[src/rtl/i2c_master_byte_fsm.sv]
// i2c_master_byte_fsm: single-byte I2C master bit/byte sequencer.
// Drives the SCL generator enable and open-drain SDA, one transfer per start.
module i2c_master_byte_fsm #(
  parameter int PRESCALE_WIDTH = 8
) (
  input  logic                      i2c_core_clk_i,
  input  logic                      reset_i,
  input  logic [PRESCALE_WIDTH-1:0] prescale_i,
  input  logic                      start_i,
  input  logic [6:0]                slave_addr_i,
  input  logic                      rw_i,
  input  logic [7:0]                wr_data_i,
  input  logic                      scl_i,
  input  logic                      sda_i,
  output logic                      clk_en_o,
  output logic                      sda_o,
  output logic                      busy_o,
  output logic                      done_o,
  output logic                      ack_err_o,
  output logic [7:0]                rd_data_o
);

  localparam logic [PRESCALE_WIDTH-1:0] ONE = PRESCALE_WIDTH'(1);

  typedef enum logic [3:0] {
    S_IDLE,
    S_START,
    S_ADDR,
    S_ADDR_ACK,
    S_WR_DATA,
    S_WR_ACK,
    S_RD_DATA,
    S_RD_NACK,
    S_STOP_LOW,
    S_STOP_WAIT,
    S_BUS_FREE
  } state_e;

  state_e                    state_q, state_d;
  logic                      scl_q;
  logic [7:0]                shift_q, shift_d;
  logic [7:0]                wdata_q, wdata_d;
  logic                      rw_q, rw_d;
  logic                      nack_q, nack_d;
  logic [3:0]                bit_cnt_q, bit_cnt_d;
  logic [PRESCALE_WIDTH-1:0] cnt_q, cnt_d;
  logic                      clk_en_q, clk_en_d;
  logic                      sda_q, sda_d;
  logic                      busy_q, busy_d;
  logic                      done_q, done_d;
  logic                      ack_err_q, ack_err_d;
  logic [7:0]                rd_data_q, rd_data_d;

  logic                      scl_fall;
  logic                      scl_rise;
  logic [PRESCALE_WIDTH-1:0] half_w;
  logic [PRESCALE_WIDTH-1:0] hold_w;

  assign scl_fall = scl_q & ~scl_i;
  assign scl_rise = ~scl_q & scl_i;
  assign half_w   = prescale_i >> 1;
  assign hold_w   = (half_w == '0) ? ONE : half_w;

  always_comb begin
    state_d   = state_q;
    shift_d   = shift_q;
    wdata_d   = wdata_q;
    rw_d      = rw_q;
    nack_d    = nack_q;
    bit_cnt_d = bit_cnt_q;
    cnt_d     = cnt_q;
    clk_en_d  = clk_en_q;
    sda_d     = sda_q;
    busy_d    = busy_q;
    done_d    = 1'b0;
    ack_err_d = ack_err_q;
    rd_data_d = rd_data_q;
    unique case (state_q)
      S_IDLE: begin
        if (start_i) begin
          shift_d   = {slave_addr_i, rw_i};
          wdata_d   = wr_data_i;
          rw_d      = rw_i;
          sda_d     = 1'b0;
          busy_d    = 1'b1;
          ack_err_d = 1'b0;
          cnt_d     = hold_w;
          state_d   = S_START;
        end
      end
      S_START: begin
        if (cnt_q <= ONE) begin
          clk_en_d  = 1'b1;
          bit_cnt_d = 4'd0;
          state_d   = S_ADDR;
        end else begin
          cnt_d = cnt_q - ONE;
        end
      end
      S_ADDR, S_WR_DATA: begin
        if (scl_fall) begin
          if (bit_cnt_q == 4'd8) begin
            sda_d   = 1'b1;
            state_d = (state_q == S_ADDR) ? S_ADDR_ACK
                                          : S_WR_ACK;
          end else begin
            sda_d     = shift_q[7];
            shift_d   = {shift_q[6:0], 1'b0};
            bit_cnt_d = bit_cnt_q + 4'd1;
          end
        end
      end
      S_ADDR_ACK: begin
        if (scl_rise) nack_d = sda_i;
        if (scl_fall) begin
          if (nack_q) begin
            ack_err_d = 1'b1;
            sda_d     = 1'b0;
            state_d   = S_STOP_LOW;
          end else if (rw_q) begin
            sda_d     = 1'b1;
            bit_cnt_d = 4'd0;
            state_d   = S_RD_DATA;
          end else begin
            // bit 7 goes out on this fall, so one bit is already sent
            sda_d     = wdata_q[7];
            shift_d   = {wdata_q[6:0], 1'b0};
            bit_cnt_d = 4'd1;
            state_d   = S_WR_DATA;
          end
        end
      end
      S_WR_ACK: begin
        if (scl_rise) nack_d = sda_i;
        if (scl_fall) begin
          sda_d   = 1'b0;
          if (nack_q) ack_err_d = 1'b1;
          state_d = S_STOP_LOW;
        end
      end
      S_RD_DATA: begin
        sda_d = 1'b1;
        if (scl_rise && bit_cnt_q != 4'd8) begin
          shift_d   = {shift_q[6:0], sda_i};
          bit_cnt_d = bit_cnt_q + 4'd1;
        end
        if (scl_fall && bit_cnt_q == 4'd8) begin
          state_d = S_RD_NACK;
        end
      end
      S_RD_NACK: begin
        if (scl_fall) begin
          sda_d   = 1'b0;
          state_d = S_STOP_LOW;
        end
      end
      S_STOP_LOW: begin
        if (scl_rise) begin
          clk_en_d = 1'b0;
          cnt_d    = hold_w;
          state_d  = S_STOP_WAIT;
        end
      end
      S_STOP_WAIT: begin
        if (cnt_q <= ONE) begin
          sda_d   = 1'b1;
          cnt_d   = hold_w;
          state_d = S_BUS_FREE;
        end else begin
          cnt_d = cnt_q - ONE;
        end
      end
      S_BUS_FREE: begin
        if (cnt_q <= ONE) begin
          done_d  = 1'b1;
          busy_d  = 1'b0;
          if (rw_q && !ack_err_q) rd_data_d = shift_q;
          state_d = S_IDLE;
        end else begin
          cnt_d = cnt_q - ONE;
        end
      end
      default: state_d = S_IDLE;
    endcase
  end

  always_ff @(posedge i2c_core_clk_i) begin
    if (reset_i) begin
      state_q   <= S_IDLE;
      scl_q     <= 1'b1;
      shift_q   <= '0;
      wdata_q   <= '0;
      rw_q      <= 1'b0;
      nack_q    <= 1'b0;
      bit_cnt_q <= '0;
      cnt_q     <= '0;
      clk_en_q  <= 1'b0;
      sda_q     <= 1'b1;
      busy_q    <= 1'b0;
      done_q    <= 1'b0;
      ack_err_q <= 1'b0;
      rd_data_q <= '0;
    end else begin
      state_q   <= state_d;
      scl_q     <= scl_i;
      shift_q   <= shift_d;
      wdata_q   <= wdata_d;
      rw_q      <= rw_d;
      nack_q    <= nack_d;
      bit_cnt_q <= bit_cnt_d;
      cnt_q     <= cnt_d;
      clk_en_q  <= clk_en_d;
      sda_q     <= sda_d;
      busy_q    <= busy_d;
      done_q    <= done_d;
      ack_err_q <= ack_err_d;
      rd_data_q <= rd_data_d;
    end
  end

  assign clk_en_o  = clk_en_q;
  assign sda_o     = sda_q;
  assign busy_o    = busy_q;
  assign done_o    = done_q;
  assign ack_err_o = ack_err_q;
  assign rd_data_o = rd_data_q;

endmodule
[config.mk]
export PLATFORM = sky130hd
export DESIGN_NAME = i2c_master_byte_fsm
export DESIGN_NICKNAME = d
export VERILOG_FILES = /design/src/rtl/i2c_master_byte_fsm.sv
export SDC_FILE = /design/constraint.sdc
export NUM_CORES = 1
export LEC_CHECK = 0
export ABC_AREA = 1
export CORE_MARGIN = 2
export CORE_UTILIZATION = 42
export CTS_CLUSTER_DIAMETER = 200
export CTS_CLUSTER_SIZE = 10
export DETAILED_ROUTE_END_ITERATION = 10
export SETUP_SLACK_MARGIN = 0.4
export SYNTH_ARGS = -nofsm -noshare
export SYNTH_HDL_FRONTEND = slang
export SYNTH_SLANG_ARGS = --single-unit
[constraint.sdc]
create_clock -name i2c_core_clk_i -period 2.28 [get_ports i2c_core_clk_i]
set_input_delay 0.342 -clock i2c_core_clk_i [delete_from_list [all_inputs] [get_ports i2c_core_clk_i]]
set_output_delay 0.342 -clock i2c_core_clk_i [all_outputs]
set_load 0.1 [all_outputs]
==> reports/metrics.json, run 1 <==
{
  "clocking": {
    "path_clk_slew_ns": 0.11,
    "clock_insertion_delay_worst_skew_ns": 0.31,
    "clock-sinks": 48,
    "tritoncts_clock_tree": "built",
    "clk_root_buffer_cell": "clkbuf_8",
    "cts_buffer_depth": 2,
    "cts_inserted_buffers": 5,
    "h-tree-depth": 2,
    "cts_hold_repair.buffers": 0
  },
  "critical_path": {
    "critPathRequiredTime_ns": 2.49,
    "critical_path.endpoint_type": "flop",
    "crit_path_max_incr_delay_ns": 0.41,
    "worst-endpoint-arrival_ns": 1.89,
    "cp_class": "flop to flop",
    "critPathMostFrequentCell": "nand2_1",
    "path_cells": "nor2_4, nand2_4, inv_2, nand2_1, nand2_1, inv_1, nand2_1, nor2_4, nor2_1, nor2_1",
    "worst-path-buf-inv": 2,
    "worstRegToRegCells": 10,
    "timing.critical_path.depth": 10,
    "r2r_setup_slack_ns": 0.60,
    "worst-path-max-fanout": 11,
    "critical_path.reg2reg.startpoint": "state_q[3]",
    "start_kind": "flop",
    "crit_path_start": "state_q[3]",
    "critPathSlowestCell": "dfxtp_1",
    "critical-path-top-delay-family": "simple AND/OR/NAND/NOR gates",
    "cp-endpoint": "shift_q[7]",
    "regToRegEndpoint": "shift_q[7]"
  },
  "pwr": {
    "power_frac_comb_pct": 53.6,
    "power.internal_mw": 2.313,
    "switching_power_mw": 2.006,
    "total_power_mw": 4.318,
    "power.density_cell_area_mw_per_mm2": 1209,
    "worst_ir_drop_vdd_v": 0.0006248,
    "p_leak_nw": 1.740,
    "seq_power_share_pct": 28.5,
    "sw_ratio_pct": 46.44,
    "clock_power_share_pct": 17.8
  },
  "die": {
    "core_area_mm2": 0.006794,
    "die-width_um": 87.62,
    "initial_utilization_pct": 43.22,
    "io-pin-count": 42,
    "chipHeight_um": 87.62,
    "die_area_mm2": 0.007676,
    "placement_rows": 30
  },
  "drt": {
    "drt-vias-per-instance": 4.839,
    "dr_total_vias": 2884,
    "number_of_detailed_route_iterations_in_the_first_pass": 4,
    "initialDrtViolationCount": 97,
    "wl_um": 7159,
    "drt.antenna.violating_nets": 0,
    "remaining_drc_errors": 0,
    "wire_per_inst_um": 12.01
  },
  "layout": {
    "fraction_of_layout_instances_using_a_drive_strength_above_1_pct": 16.20,
    "final_common_cell": "nand2_1",
    "most-common-layout-cells": "nand2_1 (102), nor2_1 (97), dfxtp_1 (45)",
    "antenna_cells_inserted": 0,
    "fillerInstances": 709,
    "flow.area_growth_from_synthesis_pct": 21.64,
    "nNetsFinal": 532,
    "final_core_utilization_pct": 52.58
  },
  "run_status": {
    "run_status": "finished, final reports clean"
  },
  "timing": {
    "hold_viol": 0,
    "final.setup.tns_ns": 0,
    "max_slew.worst_pin.slew_ns": 0.4236,
    "slew_viol_final": 0,
    "finalWorstSetupSlack_ns": 0.5989,
    "achievable-frequency_mhz": 594.9,
    "setup_viol": 0,
    "worst_slew_slack_as_a_fraction_of_its_limit_pct": 71.69,
    "grt_setup_unrepaired": "false",
    "fin_crit_sh_pct": 73.73,
    "min_tclk_post_route_ns": 1.681,
    "finalClockSkew_ns": 0.01229
  },
  "synthesis": {
    "synthesis.nets": 490,
    "yosys_warnings": 0,
    "ys_types": 32,
    "syn_area_mm2": 0.002937,
    "synth.ff_latch_count": 48,
    "synth_seq_area_share_pct": 32.72,
    "gate_count_post_synth": 457,
    "synthesis.area_per_instance_um2": 6.426
  },
  "global_routing": {
    "global_route.usage.total_pct": 20.01,
    "via_count_of_the_first_global_routing_pass": 2757,
    "grt_start_max_net_pins": 30,
    "grt_pass1_wl_um": 12310,
    "grt_overflow": 0,
    "antenna_found_initial": 0
  },
  "placed_design": {
    "dpl_worst_slack_ns": 0.3177,
    "buffer_ports.inserted": 40,
    "globalplace.congestion": 0.9309,
    "place_hpwl_um": 5385
  },
  "hold_path": {
    "min-delay-path-class": "flop to flop"
  },
  "job": {
    "drv_cap": 0
  }
}
==> cell usage after synthesis (all sizes together) <==
| master | n | share of area [%] |
|---|---|---|
| a21oi | 21 | 3.8 |
| a31oi | 2 | 0.43 |
| buf | 7 | 2.2 |
| clkbuf | 5 | 0.68 |
| clkinv | 1 | 0.13 |
| dfxtp | 48 | 33 |
| ha | 4 | 1.7 |
| inv | 51 | 6.5 |
| nand2 | 118 | 17 |
| nand3 | 50 | 9.5 |
| nand3b | 1 | 0.38 |
| nand4 | 5 | 1.1 |
| nor2 | 110 | 17 |
| nor3 | 2 | 0.34 |
| o211ai | 1 | 0.26 |
| o21a | 2 | 0.51 |
| o21ai | 24 | 4.1 |
| o22ai | 2 | 0.43 |
| xnor2 | 1 | 0.30 |
| xor2 | 2 | 0.60 |
==> tightest hold or removal path: cells and delay by family (launching register included) <==
family          cells  cell delay [ns]
simple gates        1             0.06
flops               1             0.32
compound gates      1             0.05
==> power groups by stage <==
| stage | logic (mW) | registers (mW) | clock network (mW) |
|---|---|---|---|
| final | 2.32 | 1.23 | 0.770 |
| after global routing | 2.63 | 1.27 | 0.820 |
| after CTS | 2.27 | 1.23 | 0.792 |
| after detailed placement | 2.19 | 1.25 | 0 |
| after global placement | 2.16 | 1.25 | 0 |
| after floorplan | 1.71 | 1.31 | 0 |
==> kinds of logic (layout without fill, tap and decap cells) <==
logic type	count (synthesis)	after routing	share of synthesized area, %
simple gates	286	286	45.63
fa+ha+maj	4	4	1.704
buf+inv	64	107	9.501
flops	48	48	32.72
compound gates	52	52	9.544
xor+xnor	3	3	0.8949
==> metrics by stage <==
step	cell area (um^2)	hold WS [ns]	std cells
2_1_floorplan	2937	0.4386	457
3_3_place_gp	3371	0.4502	585
3_5_place_dp	3371	0.4576	585
4_1_cts	3536	0.4711	595
5_1_grt	3572	0.4944	596
6_report	3572	0.4692	596
==> worst min-delay path by stage <==
stage	from	end	slack, ns	cells after the start
final	wdata_q[5]	wdata_q[5]	0.47	2
after global placement	busy_o	busy_o	0.45	2
after detailed placement	wdata_q[5]	wdata_q[5]	0.46	2
after floorplan	scl_i	scl_q	0.44	2
after global routing	wdata_q[0]	wdata_q[0]	0.49	2
after CTS	wdata_q[5]	wdata_q[5]	0.47	2
==> flip-flops by register name, indices dropped and copies added (netlist names) <==
signal / count
scl_q: 1
rd_data_o: 8
nack_q: 1
rw_q: 1
ack_err_o: 1
clk_en_o: 1
wdata_q: 8
sda_o: 1
busy_o: 1
done_o: 1
shift_q: 8
cnt_q: 8
bit_cnt_q: 4
state_q: 4
==> routing by layer <==
metal | part of all wire (%) | wire, um | vias up | track usage, %
li1 | - | - | 1531 | -
met1 | 47 | 3393 | 1298 | 25.59
met2 | 48 | 3434 | 42 | 34.64
met3 | 2.5 | 180 | 13 | 2.733
met4 | 2.1 | 150 | 0 | 6.713
met5 | 0 | 0 | - | 0
==> what timing repair did <==
item,4_1_cts,5_1_grt
pin swaps,1,0
gates resized for setup,0,11
gates cloned,0,0
setup buffers,2,1
endpoints found under the setup margin,6,27
==> final cells by class <==
cell class / instances / area [um^2] / area share (%)
Clock buffer: 5 / 68.82 / 1.926
Clock inverter: 3 / 68.82 / 1.926
Inverter: 52 / 195.2 / 5.464
Multi-Input combinational cell: 345 / 1722 / 48.20
Sequential cell: 48 / 964.7 / 27.01
Tap cell: 96 / 120.1 / 3.363
Timing Repair Buffer: 47 / 432.9 / 12.12
Note: power is estimated with default switching activity, not from simulation.
==> run 2, diff against run 1 <==
- PLACE_DENSITY: not set -> 0.67
- clock period: 2.28 -> 1.5 ns (I/O delays scaled with it)
==> reports/metrics.json, run 2 (same netlist as run 1, synthesis figures left out) <==
{
  "timing": {
    "hold_viol": 0,
    "grt_setup_unrepaired": "true",
    "setup_viol": 22,
    "finalWorstSetupSlack_ns": -0.1884,
    "fin_crit_sh_pct": 112.6,
    "finalClockSkew_ns": 0.009183,
    "worst_slew_slack_as_a_fraction_of_its_limit_pct": 76.22,
    "slew_viol_final": 0,
    "achievable-frequency_mhz": 592.3,
    "min_tclk_post_route_ns": 1.688,
    "max_slew.worst_pin.slew_ns": 0.3554,
    "final.setup.tns_ns": -1.475
  },
  "drt": {
    "wire_per_inst_um": 13.89,
    "dr_total_vias": 3309,
    "initialDrtViolationCount": 172,
    "drt-vias-per-instance": 5.099,
    "wl_um": 9014,
    "drt.antenna.violating_nets": 0,
    "number_of_detailed_route_iterations_in_the_first_pass": 4,
    "remaining_drc_errors": 0
  },
  "critical_path": {
    "crit_path_max_incr_delay_ns": 0.34,
    "worst-endpoint-arrival_ns": 1.89,
    "critical_path.endpoint_type": "flop",
    "worst-path-buf-inv": 1,
    "crit_path_start": "cnt_q[1]",
    "critical-path-top-delay-family": "simple AND/OR/NAND/NOR gates",
    "path_cells": "inv_2, ha_2, nor2_2, nor2_1, nand2_2, nand2_2, nand3_1, nor2_1, nand2_1, nand2_1, nand3_1",
    "worstRegToRegCells": 11,
    "critical_path.reg2reg.startpoint": "cnt_q[1]",
    "timing.critical_path.depth": 11,
    "critPathSlowestCell": "dfxtp_2",
    "cp_class": "flop to flop",
    "critPathRequiredTime_ns": 1.71,
    "worst-path-max-fanout": 4,
    "start_kind": "flop"
  },
  "die": {
    "die-width_um": 87.62,
    "placement_rows": 30,
    "initial_utilization_pct": 43.22,
    "chipHeight_um": 87.62,
    "io-pin-count": 42,
    "core_area_mm2": 0.006794,
    "die_area_mm2": 0.007676
  },
  "global_routing": {
    "grt_pass1_wl_um": 13790,
    "grt_start_max_net_pins": 19,
    "antenna_found_initial": 0,
    "via_count_of_the_first_global_routing_pass": 3115,
    "grt_overflow": 0,
    "global_route.usage.total_pct": 22.63
  },
  "placed_design": {
    "place_hpwl_um": 5910,
    "buffer_ports.inserted": 40,
    "dpl_worst_slack_ns": -0.2889,
    "globalplace.congestion": 0.9069
  },
  "clocking": {
    "h-tree-depth": 2,
    "clock_insertion_delay_worst_skew_ns": 0.31,
    "path_clk_slew_ns": 0.10,
    "cts_buffer_depth": 2,
    "tritoncts_clock_tree": "built",
    "clock-sinks": 48,
    "cts_inserted_buffers": 5,
    "clk_root_buffer_cell": "clkbuf_8",
    "cts_hold_repair.buffers": 0
  },
  "hold_path": {
    "min-delay-path-class": "flop to flop",
    "min-delay-start": "wdata_q[1]",
    "worst_hold_path.num_cells": 2
  },
  "layout": {
    "most-common-layout-cells": "nor2_1 (90), nand2_1 (84), buf_4 (50)",
    "final_common_cell": "nor2_1",
    "flow.area_growth_from_synthesis_pct": 57.65,
    "antenna_cells_inserted": 0,
    "nNetsFinal": 585,
    "fraction_of_layout_instances_using_a_drive_strength_above_1_pct": 40.51
  },
  "job": {
    "drv_cap": 0
  },
  "pwr": {
    "power.density_cell_area_mw_per_mm2": 1772,
    "p_leak_nw": 2.142,
    "worst_ir_drop_vdd_v": 0.0007871,
    "total_power_mw": 8.204
  },
  "run_status": {
    "run_status": "complete, but fails checks",
    "violated_checks": "negative setup slack"
  }
}
-- run 2: worst min-delay path, delay by kind of cell, from the launching register on --
kind            cells  cell delay [ns]
flops               1             0.32
compound gates      1             0.05
simple gates        1             0.06
-- run 2: timing repair --
item / in CTS / in global routing
setup buffers: 6 / 9
setup endpoints to repair: 48 / 57
gates resized for setup: 78 / 33
cloned: 1 / 1
pin swaps: 19 / 26
-- run 2: final timing paths --
| path | endpoint | slack (ns) |
|---|---|---|
| max | sda_o | -0.19 |
| min | wdata_q[1] | 0.48 |
| min reg2reg | wdata_q[1] | 0.48 |
| max reg2reg | sda_o | -0.19 |
-- run 2: cell type report --
type | count | area [um^2]
Clock buffer | 5 | 68.82
Clock inverter | 3 | 46.29
Fill cell | 557 | 2165
Inverter | 52 | 212.7
Multi-Input combinational cell | 347 | 2140
Sequential cell | 48 | 1002
Tap cell | 96 | 120.1
Timing Repair Buffer | 98 | 1040
-- run 2: metrics by stage --
stage / utilization (%) / area (um^2) / cells / hold slack [ns]
global placement: 57.53 / 3909 / 624 / 0.4529
floorplan: - / 3007 / 457 / 0.3216
global route: 68.14 / 4629 / 649 / 0.4796
detailed placement: 57.53 / 3909 / 624 / 0.4575
CTS: 65.03 / 4418 / 639 / 0.4683
finish: 68.14 / 4629 / 649 / 0.4750
-- run 2: per-layer routing --
| metal | GRT usage (%) | vias to the layer above | part of all wire, % |
|---|---|---|---|
| met5 | 0 | - | 0 |
| met4 | 8.811 | 0 | 3.0 |
| met3 | 4.053 | 26 | 3.8 |
| met2 | 40.22 | 89 | 52 |
| met1 | 26.98 | 1554 | 41 |
| li1 | - | 1640 | - |
-- run 2: power by group --
group / internal, mW / total [mW] / switching, mW / leakage (nW)
logic: 2.28 / 5.29 / 3.01 / 1.68
clock network: 0.503 / 0.985 / 0.482 / 0.0548
registers: 1.62 / 1.93 / 0.305 / 0.404
==> run 3, diff against run 2 <==
- SLEW_MARGIN: not set -> 40
==> results of run 3 <==
Final layout, timing and power as in run 2 (identical DEF).
